===== config.mk =====
export PLATFORM = sky130hd
export DESIGN_NAME = morse_sequencer
export DESIGN_NICKNAME = d
export VERILOG_FILES = /design/src/rtl/morse_pkg.sv /design/src/rtl/morse_symbol_collector.sv /design/src/rtl/morse_sequencer.sv
export SDC_FILE = /design/constraint.sdc
export NUM_CORES = 1
export LEC_CHECK = 0
export CAP_MARGIN = 20
export CORE_AREA = 2 2 55 52
export DETAILED_ROUTE_END_ITERATION = 8
export DIE_AREA = 0 0 57 54
export PLACE_DENSITY = 0.81
export SLEW_MARGIN = 30
export SYNTH_ARGS = -nofsm -noshare
export SYNTH_HDL_FRONTEND = slang
export SYNTH_HIERARCHICAL = 1
export SYNTH_SLANG_ARGS = --single-unit

===== constraint.sdc =====
create_clock -name clk -period 3.4 [get_ports clk]
set_input_delay 0.68 -clock clk [delete_from_list [all_inputs] [get_ports clk]]
set_output_delay 0.68 -clock clk [all_outputs]
set_load 0.02 [all_outputs]

===== src/rtl/morse_pkg.sv =====
// morse_pkg -- shared types and constants for the Morse character sequencer.
//   state_t        : sequencer FSM states
//   SPACE_ADDR_DEF : default ROM address of the ASCII space entry
//   SYM_W / CNT_W  : width of the collected element pattern and its count
//   MAX_ELEMS_DEF  : default maximum elements per character
package morse_pkg;

   typedef enum logic [2:0] {
      IDLE   = 3'd0,
      LOOK_C = 3'd1,
      WR_C   = 3'd2,
      LOOK_S = 3'd3,
      WR_S   = 3'd4
   } state_t;

   localparam logic [7:0] SPACE_ADDR_DEF = 8'hE0;
   localparam int         SYM_W          = 5;
   localparam int         CNT_W          = 3;
   localparam int         MAX_ELEMS_DEF  = 5;

endpackage


===== src/rtl/morse_symbol_collector.sv =====
// morse_symbol_collector -- gathers dot/dash pulses into a shift register.
// Ports:
//   clk, reset_n      : clock, async active-low reset
//   dot, dash         : single-cycle element pulses (both high = ignored)
//   clear             : synchronous clear when the sequencer consumes a character
//   symbol[4:0]       : elements so far, newest in bit 0, 1 = dash
//   symbol_count[2:0] : number of elements collected
module morse_symbol_collector
   import morse_pkg::*;
#(
   parameter int MAX_ELEMS = MAX_ELEMS_DEF
) (
   input  logic             clk,
   input  logic             reset_n,
   input  logic             dot,
   input  logic             dash,
   input  logic             clear,
   output logic [SYM_W-1:0] symbol,
   output logic [CNT_W-1:0] symbol_count
);

   localparam logic [CNT_W-1:0] MAX_CNT = CNT_W'(MAX_ELEMS);

   logic elem;
   assign elem = dot ^ dash;

   always_ff @(posedge clk or negedge reset_n) begin
      if (!reset_n) begin
         symbol       <= '0;
         symbol_count <= '0;
      end else if (clear) begin
         // an element arriving on the clear cycle starts the next character
         if (elem) begin
            symbol       <= {{(SYM_W-1){1'b0}}, dash};
            symbol_count <= CNT_W'(1);
         end else begin
            symbol       <= '0;
            symbol_count <= '0;
         end
      end else if (elem && (symbol_count < MAX_CNT)) begin
         symbol       <= {symbol[SYM_W-2:0], dash};
         symbol_count <= symbol_count + CNT_W'(1);
      end
   end

endmodule


===== src/rtl/morse_sequencer.sv =====
// morse_sequencer -- turns collected Morse elements into ROM lookups and FIFO
// writes of the decoded character (and a trailing space on a word gap).
// Ports:
//   clk, reset_n      : clock, async active-low reset
//   dot, dash         : element pulses from the decoder
//   lg, wg            : letter-gap / word-gap pulses (both high = word gap)
//   fifo_full         : FIFO full flag, drops the write in progress
//   rom_data[7:0]     : synchronous ROM output (one cycle after rom_addr)
//   rom_addr[7:0]     : registered ROM address {count, pattern} or SPACE_ADDR
//   fifo_din[7:0]     : FIFO write data (rom_data passed through)
//   fifo_wr_en        : FIFO write strobe
//   symbol, symbol_count : in-progress character for the display
//   busy              : FSM not in IDLE
//   overflow          : one-cycle pulse when a character or space is dropped
//   drop_count[7:0]   : saturating overflow counter, only with
//                       MORSE_SEQ_DROP_COUNT_EN defined
module morse_sequencer
   import morse_pkg::*;
#(
   parameter logic [7:0] SPACE_ADDR = SPACE_ADDR_DEF,
   parameter int         MAX_ELEMS  = MAX_ELEMS_DEF
) (
   input  logic             clk,
   input  logic             reset_n,
   input  logic             dot,
   input  logic             dash,
   input  logic             lg,
   input  logic             wg,
   input  logic             fifo_full,
   input  logic [7:0]       rom_data,
   output logic [7:0]       rom_addr,
   output logic [7:0]       fifo_din,
   output logic             fifo_wr_en,
   output logic [SYM_W-1:0] symbol,
   output logic [CNT_W-1:0] symbol_count,
   output logic             busy,
   output logic             overflow
`ifdef MORSE_SEQ_DROP_COUNT_EN
   ,
   output logic [7:0]       drop_count
`endif
);

   state_t     state, state_nxt;
   logic [7:0] rom_addr_nxt;
   logic       space_pend, space_pend_nxt;
   logic       clear;
   logic       wr_slot;

   morse_symbol_collector #(
      .MAX_ELEMS (MAX_ELEMS)
   ) u_collector (
      .clk          (clk),
      .reset_n      (reset_n),
      .dot          (dot),
      .dash         (dash),
      .clear        (clear),
      .symbol       (symbol),
      .symbol_count (symbol_count)
   );

   always_ff @(posedge clk or negedge reset_n) begin
      if (!reset_n) begin
         state      <= IDLE;
         rom_addr   <= 8'h00;
         space_pend <= 1'b0;
      end else begin
         state      <= state_nxt;
         rom_addr   <= rom_addr_nxt;
         space_pend <= space_pend_nxt;
      end
   end

   always_comb begin
      state_nxt      = state;
      rom_addr_nxt   = rom_addr;
      space_pend_nxt = space_pend;
      clear          = 1'b0;
      wr_slot        = 1'b0;
      case (state)
         IDLE: begin
            // wg dominates lg when both arrive together
            if (wg) begin
               if (symbol_count != '0) begin
                  rom_addr_nxt   = {symbol_count, symbol};
                  clear          = 1'b1;
                  space_pend_nxt = 1'b1;
                  state_nxt      = LOOK_C;
               end else begin
                  rom_addr_nxt   = SPACE_ADDR;
                  space_pend_nxt = 1'b0;
                  state_nxt      = LOOK_S;
               end
            end else if (lg && (symbol_count != '0)) begin
               rom_addr_nxt   = {symbol_count, symbol};
               clear          = 1'b1;
               space_pend_nxt = 1'b0;
               state_nxt      = LOOK_C;
            end
         end
         LOOK_C: state_nxt = WR_C;
         WR_C: begin
            wr_slot = 1'b1;
            if (space_pend) begin
               rom_addr_nxt = SPACE_ADDR;
               state_nxt    = LOOK_S;
            end else begin
               state_nxt = IDLE;
            end
         end
         LOOK_S: state_nxt = WR_S;
         WR_S: begin
            wr_slot        = 1'b1;
            space_pend_nxt = 1'b0;
            state_nxt      = IDLE;
         end
         default: state_nxt = IDLE;
      endcase
   end

   assign busy       = (state != IDLE);
   assign fifo_din   = rom_data;
   assign fifo_wr_en = wr_slot & ~fifo_full;
   // gaps while busy are lost, as is a write blocked by a full FIFO
   assign overflow   = (busy & (lg | wg)) | (wr_slot & fifo_full);

`ifdef MORSE_SEQ_DROP_COUNT_EN
   always_ff @(posedge clk or negedge reset_n) begin
      if (!reset_n)
         drop_count <= 8'h00;
      else if (overflow && (drop_count != 8'hFF))
         drop_count <= drop_count + 8'h01;
   end
`endif

endmodule

==> results.yml <==
detailed_routing:
  routed-wl-met2_um: 1150
  wl_met1_um: 960
  wirelength_um: 2280
  top_layer: "met4"
  vias_per_cell: 5.57
  wire_per_inst_um: 14.1
  routed-wl-met3_um: 122
  drtPass1Iterations: 4
  drtIter0Drc: 27
  ant_nets: 0
  drc: 0
  vias: 903
power:
  intPower_uw: 878
  p_sw_frac: 0.425
  p_sw_uw: 648
  p_per_area_nw_per_um2: 1120
  ir_drop_mv: 0.623
  clkPwrFrac: 0.127
  seqPwrFrac: 0.317
  comb_power_share: 0.556
  p_leak_uw: 0.000609
global_route:
  antenna_found_initial: 0
  grt_use_total: 0.159
  grt_max_degree: 21
  grt_pass1_vias: 851
  overflow: 0
  grt_pass1_wl_um: 3750
worst_setup_path:
  path_cells: "clkdlybuf4s50_1 -> nor2_1 -> a21oi_1 -> clkdlybuf4s50_1"
  cp_data_arrival_time_ps: 2280
  r2r-start: "u_collector/symbol_count[0]"
  crit_top_cell: "clkdlybuf4s50_1"
  slowest_delay_ps: 660
  cp_slowest_cell: "clkdlybuf4s50_1"
  startpoint_type: "input pin"
  end_kind: "primary output"
  path_class: "input pin to primary output"
  cp.buffers_inverters: 2
  critical_path.top_delay_family: "buffers and inverters"
  worst-path-max-fanout: 8
  required_ps: 2720
  ff2ff_path_depth: 3
  r2r_slack_ps: 1400
  r2r_end: "rom_addr[6]"
synth:
  synth_area_leader_cell: "dfrtp_1"
  yosys-top-cells-area: "dfrtp_1 45%, mux2i_1 6.3%, buf_4 5.4%"
  avgSynthCellArea_sq_um: 9.65
  yosysWarnings: 6
  synthesis.nets: 132
  synthDistinctLibCells: 33
  synth_top_area_share: 0.451
  ys_seq_area_frac: 0.451
  ys_seq_elements: 20
  syn-cell-area_sq_um: 1110
  synth_cells: 115
die:
  start_util: 0.432
  die_h_um: 54
  die_w_um: 57
  die_area_sq_um: 3080
  ios: 42
  coreArea_sq_um: 2570
  rows: 18
cts:
  cts.repair.resized: 0
  htreeDepth: 1
  ctsHoldBuffers: 0
  max-clock-path-buffers: 2
  clk_pin_slew_ps: 120
  clock_sinks: 20
  clk_latency_ps: 300
  cts_tree: "yes"
  cts_made_buffers: 3
  post_cts_buffers: 0
  cts-root-buf: "clkbuf_4"
timing:
  tightest_slew_ps: 652
  fin_skew_ps: 10.2
  rsz0062_at_grt: "false"
  drv_slew: 0
  period_share: 0.871
  final.setup.tns_ps: 0
  fmax_mhz: 338
  maxSlewHeadroom: 0.564
  setup_viol: 0
  final-hold-violation-count: 0
  fin_crit_ps: 2960
flow_run:
  max_cap_viol_count: 0
min_path:
  hp-class: "input pin to asynchronous set/reset pin"
place:
  hpwl_um: 1680
  routabilityCongestion: 0.882
  portBuffers: 25
run_status:
  status: "finished clean"
final_layout:
  nets: 150
  antennaDiodeCount: 0
  area_growth_syn_to_layout_pct: 23.1
  fill_cells: 244
  utilization: 0.532
  drive_gt1_frac: 0.106
through the flow:
stage               worst slack [ps]  total power [uW]  instances  hold slack [ps]  instance area (sq um)
finish                           440              1530        162              296                   1370
global route                     397              1630        162              313                   1370
CTS                              448              1530        162              529                   1370
detailed placement               444              1330        158              506                   1320
global placement                 600              1300        158              508                   1320
floorplan                       1350              1030        115              384                   1110
power groups by stage:
stage	Sequential (uW)	Combinational (uW)	Clock, uW
global route	503	920	208
CTS	483	852	199
global placement	481	824	0
finish	484	848	193
detailed placement	488	847	0
floorplan	544	490	0
kinds of logic after synthesis:
| kind of cell | count (synthesis) | share of synthesized area |
|---|---|---|
| adders and majority gates | 2 | 0.0225 |
| DFF | 20 | 0.451 |
| buffers and inverters | 24 | 0.112 |
| AOI/OAI and AO/OA | 25 | 0.166 |
| muxes | 9 | 0.0902 |
| xor gates and xnor gates | 1 | 0.00789 |
| and+or+nand+nor | 34 | 0.151 |
synth_stat cells, drive strengths merged:
library cell / instances
a211oi: 1
a21oi: 6
a22oi: 1
a2bb2oi: 1
a31o: 2
a31oi: 3
buf: 11
clkbuf: 1
dfrtp: 20
ha: 2
inv: 12
mux2: 2
mux2i: 7
nand2: 11
nand2b: 4
nand3: 1
nand3b: 1
nor2: 9
nor2b: 1
nor3: 6
o211ai: 2
o21a: 1
o21ai: 5
o22a: 1
o22ai: 1
o311ai: 1
or3: 1
xnor2: 1
metal layers:
layer  vias up  global-route usage
met4         0              0.0814
met1       440               0.189
met2        34               0.291
li1        419                   -
met5         -                   0
met3        10              0.0144
layout by cell type (no fill, tap or decap), types with 2 or more instances in the layout:
master and count:
o21ai_0 4, a21oi_1 6, nand2b_1 3, o211ai_1 2
inv_1 12, a31oi_1 3, nor3_1 6, dfrtp_1 20
nand2_1 10, clkdlybuf4s50_1 24, a31o_1 2, mux2i_1 7
mux2_4 2, ha_1 2, clkbuf_4 3, nor2_1 8
layout make-up:
cell class | count | area (sq um) | share of cell area
clock inverters | 1 | 30.0 | 0.0220
clock buffers | 3 | 22.5 | 0.0165
multi-input cells | 71 | 485 | 0.355
flip-flops and latches | 20 | 500 | 0.366
inverters | 12 | 45.0 | 0.0330
well taps | 30 | 37.5 | 0.0275
repair buffers | 25 | 245 | 0.179
flip-flops by register name (all words and copies together), names as in the netlist:
name	count
state	3
u_collector/symbol_count	3
rom_addr	8
space_pend	1
u_collector/symbol	5
worst max-delay path by stage:
stage          start  endpoint  slack (ps)  cells past startpoint
3_5_place_dp      wg  overflow         440                      4
2_1_floorplan     wg  overflow        1350                      3
3_3_place_gp      wg  overflow         600                      4
4_1_cts           wg  overflow         450                      4
6_report          wg  overflow         440                      4
5_1_grt           wg  overflow         400                      4
(Power assumes the default switching activity.)
